==> src/rtl/astar_gscore_table.sv <==
// A* g-score table: one score per maze cell, with a registered read port,
// raw initialiser writes and a two-state compare-and-write relax engine.
module astar_gscore_table #(
    parameter int CELLS = 100,
    parameter int IDX_W = 7,
    parameter int VAL_W = 7,
    parameter int INF   = 127
) (
    input  logic             clk,
    input  logic             rst_n,
    input  logic             g_write_en,
    input  logic [IDX_W-1:0] g_write_index,
    input  logic [VAL_W-1:0] g_write_val,
    input  logic             rd_req,
    input  logic [IDX_W-1:0] rd_index,
    output logic [VAL_W-1:0] rd_val,
    output logic             rd_valid,
    input  logic             relax_req,
    input  logic [IDX_W-1:0] relax_index,
    input  logic [VAL_W-1:0] relax_val,
    output logic             relax_busy,
    output logic             relax_done,
    output logic             relax_updated
);

    localparam logic [IDX_W:0]   CELLS_L = CELLS[IDX_W:0];
    localparam logic [VAL_W-1:0] INF_V   = INF[VAL_W-1:0];

    typedef enum logic {S_IDLE, S_CMP} state_t;

    logic [VAL_W-1:0] mem [CELLS];
    state_t           state;
    logic [IDX_W-1:0] cap_idx;
    logic [VAL_W-1:0] cap_val;

    logic             raw_wr;
    logic             rd_in_range;
    logic             cap_in_range;
    logic [VAL_W-1:0] cap_cur;
    logic             relax_wr;

    always_comb begin
        raw_wr       = g_write_en && ({1'b0, g_write_index} < CELLS_L);
        rd_in_range  = {1'b0, rd_index} < CELLS_L;
        cap_in_range = {1'b0, cap_idx} < CELLS_L;
        cap_cur      = cap_in_range ? mem[cap_idx] : INF_V;
        // A raw write to the captured cell in the compare cycle wins outright.
        relax_wr     = (state == S_CMP) && cap_in_range && (cap_val < cap_cur) &&
                       !(g_write_en && (g_write_index == cap_idx));
    end

    always_ff @(posedge clk) begin
        if (!rst_n) begin
            for (int i = 0; i < CELLS; i++) mem[i] <= INF_V;
            rd_val        <= '0;
            rd_valid      <= 1'b0;
            state         <= S_IDLE;
            cap_idx       <= '0;
            cap_val       <= '0;
            relax_busy    <= 1'b0;
            relax_done    <= 1'b0;
            relax_updated <= 1'b0;
        end else begin
            // Reads sample the array before this edge's writes land.
            rd_valid <= rd_req;
            if (rd_req) rd_val <= rd_in_range ? mem[rd_index] : INF_V;

            if (relax_wr) mem[cap_idx] <= cap_val;
            if (raw_wr)   mem[g_write_index] <= g_write_val;

            case (state)
                S_IDLE: begin
                    relax_done    <= 1'b0;
                    relax_updated <= 1'b0;
                    if (relax_req) begin
                        cap_idx    <= relax_index;
                        cap_val    <= relax_val;
                        relax_busy <= 1'b1;
                        state      <= S_CMP;
                    end
                end
                S_CMP: begin
                    relax_done    <= 1'b1;
                    relax_updated <= relax_wr;
                    relax_busy    <= 1'b0;
                    state         <= S_IDLE;
                end
                default: state <= S_IDLE;
            endcase
        end
    end

endmodule

==> config.mk <==
export PLATFORM = sky130hd
export DESIGN_NAME = astar_gscore_table
export DESIGN_NICKNAME = d
export VERILOG_FILES = /design/src/rtl/astar_gscore_table.sv
export SDC_FILE = /design/constraint.sdc
export NUM_CORES = 2
export LEC_CHECK = 0
export CAP_MARGIN = 40
export CELL_PAD_IN_SITES_DETAIL_PLACEMENT = 1
export CELL_PAD_IN_SITES_GLOBAL_PLACEMENT = 1
export CORE_ASPECT_RATIO = 0.5
export CORE_UTILIZATION = 58
export DETAILED_ROUTE_END_ITERATION = 8
export PLACE_DENSITY = 0.94
export SYNTH_ARGS = -nofsm -noshare
export SYNTH_HDL_FRONTEND = slang
export SYNTH_SLANG_ARGS = --single-unit
==> constraint.sdc <==
create_clock -name clk -period 15.6 [get_ports clk]
set_clock_uncertainty 0.2 [all_clocks]
set_input_delay 1.56 -clock clk [delete_from_list [all_inputs] [get_ports clk]]
set_output_delay 1.56 -clock clk [all_outputs]
set_load 0.02 [all_outputs]
==> results of run 1 <==
==> logic make-up after synthesis <==
kind of cell | after synthesis
compound gates | 864
xor+xnor | 7
fa+ha+maj | 6
buf+inv | 642
flops | 929
mux | 594
other cells | 1
simple gates | 1047
==> cells in the mapped netlist, types with 7 or more instances <==
master	number	area share (%)
clkbuf_1	458	3.2
edfxtp_1	896	50
o22ai_1	8	0.093
mux4_2	575	24
a41oi_1	176	2.9
xnor2_1	7	0.11
nor3_1	15	0.14
nor2_1	824	5.7
buf_1	89	0.62
a211oi_1	9	0.13
o211ai_1	37	0.51
nand3_1	7	0.065
buf_2	42	0.39
nor2b_1	13	0.15
a41oi_2	60	1.8
a21oi_1	465	4.3
dfxtp_1	33	1.2
buf_4	8	0.11
a21boi_0	14	0.19
o311ai_0	65	1.1
and2_1	7	0.081
o21ai_0	8	0.074
buf_6	41	0.85
mux2i_1	11	0.20
nand2_1	153	1.1
nand2b_1	12	0.14
==> metal layers <==
metal  GRT usage, %  overflow
met2          90.65        60
met3          78.95        34
met4          73.26        62
met5          69.72         3
met1          80.37        24
==> through the flow <==
| stage | hold slack (ns) | setup WS, ns | instance area (um2) | instances | util, % |
|---|---|---|---|---|---|
| 2_1_floorplan | 0.2252 | 8.898 | 54740 | 4285 | - |
| 3_3_place_gp | 0.2803 | 7.062 | 54950 | 5037 | 60.09 |
| 3_5_place_dp | 0.2944 | 6.860 | 55630 | 5111 | 60.84 |
| 4_1_cts | 0.3107 | 6.541 | 58450 | 5272 | 63.92 |
==> results by group, run 1 <==
Status
  • Status: aborted with a tool error
  • Fail Step: global routing (5_1_grt)
  • Stop err: [ERROR GRT-0232] Routing congestion too high. Check the congestion heatmap in the GUI.

Placement
  • Hpwl dp: 147.1 mm
  • RD Place Congestion: 1.015
  • IO buf count: 50

Global routing
  • Final global-route overflow total: 183
  • Largest net degree at the start of global routing: 122
  • Initial antenna violation count: 62
  • Total GRT Usage: 81.79%

Yosys
  • Syn_area_per_cell: 13.20 um2
  • Synth Area in Compound Gates: 11.53%
  • Cell Area, Synth: 54000 um2
  • Fraction of synthesized cell area in xor and xnor cells: 0.1135%
  • Seq/Total Area, Yosys: 51.05%
  • Synth Area in Simple Gates: 7.572%
  • EDFF count, synth: 896
  • Top_reg_cell synth: edfxtp_1
  • Synth Area in Adders: 0.1390%
  • Synth warn: 0
  • Largest family of logic cells by synthesized area: multiplexers
  • Mapped Cells: 4090
  • Post-synthesis mux area share: 24.41%
  • Number of distinct library cells after synthesis: 58
  • Synth async-reset ratio: 0%
  • Post-synthesis register bit count: 929

Clock tree
  • CTS buffer count: 87
  • Sink Count: 929
  • # H-tree levels: 3
  • Post-CTS Setup Inserts: 0
  • CTS resizes: 0
  • Hold-fix buffers at CTS: 0
  • Longest Clk Path Bufs: 3
  • Clock Tree Root: clkbuf_16

Die
  • Die X: 433.5 um
  • Die Y: 217.8 um
  • Starting Density: 59.06%
  • Row cnt: 78
  • IO Count: 51
==> run 2: changes to the inputs <==
==> config.mk (replaced) <==
export PLATFORM = sky130hd
export DESIGN_NAME = astar_gscore_table
export DESIGN_NICKNAME = d
export VERILOG_FILES = /design/src/rtl/astar_gscore_table.sv
export SDC_FILE = /design/constraint.sdc
export NUM_CORES = 2
export LEC_CHECK = 0
export CAP_MARGIN = 40
export CORE_UTILIZATION = 40
export DETAILED_ROUTE_END_ITERATION = 8
export PLACE_DENSITY_LB_ADDON = 0.15
export SYNTH_ARGS = -nofsm -noshare
export SYNTH_HDL_FRONTEND = slang
export SYNTH_SLANG_ARGS = --single-unit
==> results by group, run 2 <==
Clock tree
  • Longest Clk Path Bufs: 3 (unchanged)
  • Post-CTS Setup Inserts: 0 (unchanged)
  • CTS buffer count: 107 (+23%)
  • Sink Count: 929 (unchanged)
  • Hold-fix buffers at CTS: 0 (unchanged)
  • Worst-Skew Late Latency: 0.74 ns
  • CTS resizes: 0 (unchanged)
  • CTS tree: done
  • # H-tree levels: 3 (unchanged)
  • CTS clk-pin slew, worst paths: 0.06 ns
  • Clock Tree Root: clkbuf_16

Global routing
  • Busiest grt layer: met2
  • Vias in the first global route: 37364
  • Initial antenna violation count: 8
  • First-pass GRT wire length: 291.5 mm
  • Largest net degree at the start of global routing: 109
  • Met2 GRT Util: 43.92%
  • Final global-route overflow total: 0
  • Total GRT Usage: 30.32%
  • Met1 Track Usage GR: 42.06%
  • GR Util met3: 9.091%

Layout
  • Layout cells sized above 1: 25.96%
  • Fillers: 11877
  • Most flop-heavy register: mem
  • Final Net Count: 4061
  • Most frequent cells in the layout: edfxtp_1, nor2_1, mux4_2
  • Area growth, synth to finish: 11.67%
  • Max FFs per register: 896
  • Commonest non-fill, non-tap cell in the layout: edfxtp_1
  • Final Util: 45.13%
  • Post-Layout Cell Count: 5873

Flow run
  • Max cap viols: 0

Pwr
  • Combinational Power Share: 11.1%
  • Peak VDD IR: 90.03 uV
  • Sw Share: 26.06%
  • P_int: 4537 uW
  • Reg power frac: 46.5%
  • PnR Total Power: 6135 uW
  • Pleak: 0.01692 uW
  • Cell Pwr Density: 101.7 nW/um2
  • Clock share of power: 42.4%
  • Sw Pwr: 1599 uW

Die
  • Die Y: 369.4 um (+70%)
  • IO Count: 51 (unchanged)
  • Die X: 369.4 um (-15%)
  • Die ar.: 136500 um2
  • Row cnt: 134 (+72%)
  • Starting Density: 40.41% (-19 points)
  • Core area: 133600 um2

Placement
  • Pre-CTS WS: 6.407 ns (-0.4528 ns)
  • Inst Count DP: 5673 (+11%)
  • RD Place Congestion: 0.9192 (-9.4%)
  • Hpwl dp: 135.1 mm (-8.1%)
  • IO buf count: 50 (unchanged)

Drt
  • ANT nets after route: 0
  • Detailed-route DRC error count: 6
  • DRT iter0 DRCs: 6286
  • Routed len/inst: 35.42 um
  • Final wirelength: 208.0 mm
  • Via Count: 39431
  • TritonRoute pass-1 iters: 9
  • Post-DR vias/cell: 6.714

Yosys
  • Top-count cell post-synth: edfxtp_1
  • Synth warn: 0 (unchanged)
  • Top_reg_cell synth: edfxtp_1
  • Post-synthesis register bit count: 929 (unchanged)
  • Seq/Total Area, Yosys: 51.05% (unchanged)
  • Synth area leaders: edfxtp_1, mux4_2, nor2_1, a21oi_1, clkbuf_1
  • Top cell type by total area after synthesis: edfxtp_1
  • Synth async-reset ratio: 0% (unchanged)
  • Mapped Cells: 4090 (unchanged)
  • Post-synth top area share: 49.82% (unchanged)
  • EDFF count, synth: 896 (unchanged)
  • Commonest cells post-synth: edfxtp_1, nor2_1, mux4_2, a21oi_1, clkbuf_1
  • Number of distinct library cells after synthesis: 58 (unchanged)
  • Cell Area, Synth: 54000 um2 (unchanged)
  • Syn_area_per_cell: 13.20 um2 (unchanged)

Status
  • Failing checks: DRC
  • Status: complete, but fails checks

STA
  • Hold Vio Cnt, Final: 0
  • Worst Tran Pin Value: 0.9848 ns
  • TNS Setup: 0 ns
  • Slew Limit Fails: 0
  • RSZ-0062 raised after global routing: no
  • Slew HR: 34.06%
  • Setup ws final: 6.360 ns
  • Post-route clock period utilization: 59.23%
  • Setup violators final: 0
  • Fin crit period: 9.240 ns
  • F_max: 108.2 MHz

Setup path
  • Critical path class: reg2reg
  • Crit end category: flop
  • CP required: 15.83 ns
  • Critical path startpoint category: flop
  • CP Max Fanout: 108
  • CP Data Arrival Time: 9.47 ns

Hold path
  • Hold Crit Class: reg2reg
[run 2: cell counts after synthesis]
No cell type changed its count.
[run 2: cell families (layout without fill, tap and decap cells)]
kind of cell | count (synthesis) | count (layout) | synth area share, %
other cells | 1 | 199 | 0.006944
mux | 594 | 594 | 24.41
compound gates | 864 | 864 | 11.53
buf+inv | 642 | 459 | 5.185
simple gates | 1047 | 1047 | 7.572
flops | 929 | 929 | 51.05
xor+xnor | 7 | 7 | 0.1135
fa+ha+maj | 6 | 6 | 0.1390
[run 2: worst paths after layout]
path                   start  slack, ns    endpoint  cells past startpoint
hold / removal    relax_busy       0.28  relax_busy                      2
hold reg to reg   relax_busy       0.28  relax_busy                      2
setup reg to reg        flop       6.36  mem[49][3]                     19
setup / recovery        flop       6.36  mem[49][3]                     19
[run 2: area by class of cell]
| cell class | instances | area, um2 | area share, % |
|---|---|---|---|
| Antenna cell | 3 | 7.507 | 0.01245 |
| Clock buffer | 130 | 2890 | 4.793 |
| Clock inverter | 66 | 635.6 | 1.054 |
| Inverter | 4 | 22.52 | 0.03735 |
| Multi-Input combinational cell | 2714 | 24530 | 40.68 |
| Sequential cell | 929 | 27590 | 45.75 |
| Tap cell | 1768 | 2212 | 3.668 |
| Timing Repair Buffer | 259 | 2412 | 4.000 |
[run 2: power by group through the flow]
stage	clock (uW)	sequential (uW)	combinational, uW
after floorplan	0	2870	414
after global placement	0	2900	636
after detailed placement	0	2900	663
after CTS	2620	2850	663
after global routing	2710	2860	694
final	2600	2850	680
[run 2: metal layers]
| metal | routed length [um] | vias to the layer above |
|---|---|---|
| met1 | 80540 | 20353 |
| met2 | 90410 | 2841 |
| met3 | 27160 | 471 |
| li1 | - | 15754 |
| met4 | 9708 | 12 |
| met5 | 199 | - |
[run 2: critical path, stage by stage (launching register included)]
cell	delay, ns
dfxtp_4	0.87
buf_4	0.76
buf_4	0.60
buf_12	0.29
mux4_2	0.55
mux4_2	0.51
mux4_2	0.48
nor2b_1	0.15
a211oi_1	0.30
ha_1	0.32
a21o_1	0.17
a21oi_1	0.15
nand4b_1	0.15
nor3_1	0.55
o221ai_4	0.44
and2_2	0.54
inv_8	0.18
buf_16	0.41
buf_4	0.77
a41oi_1	0.25
[run 2: stage by stage]
stage / hold WS, ns / instance area, um2
CTS: 0.2876 / 60290
finish: 0.2825 / 60300
detailed placement: 0.2771 / 56760
global placement: 0.2700 / 55900
global route: 0.3206 / 60300
floorplan: 0.2252 / 54740
Note: power is estimated with default switching activity, not from simulation.
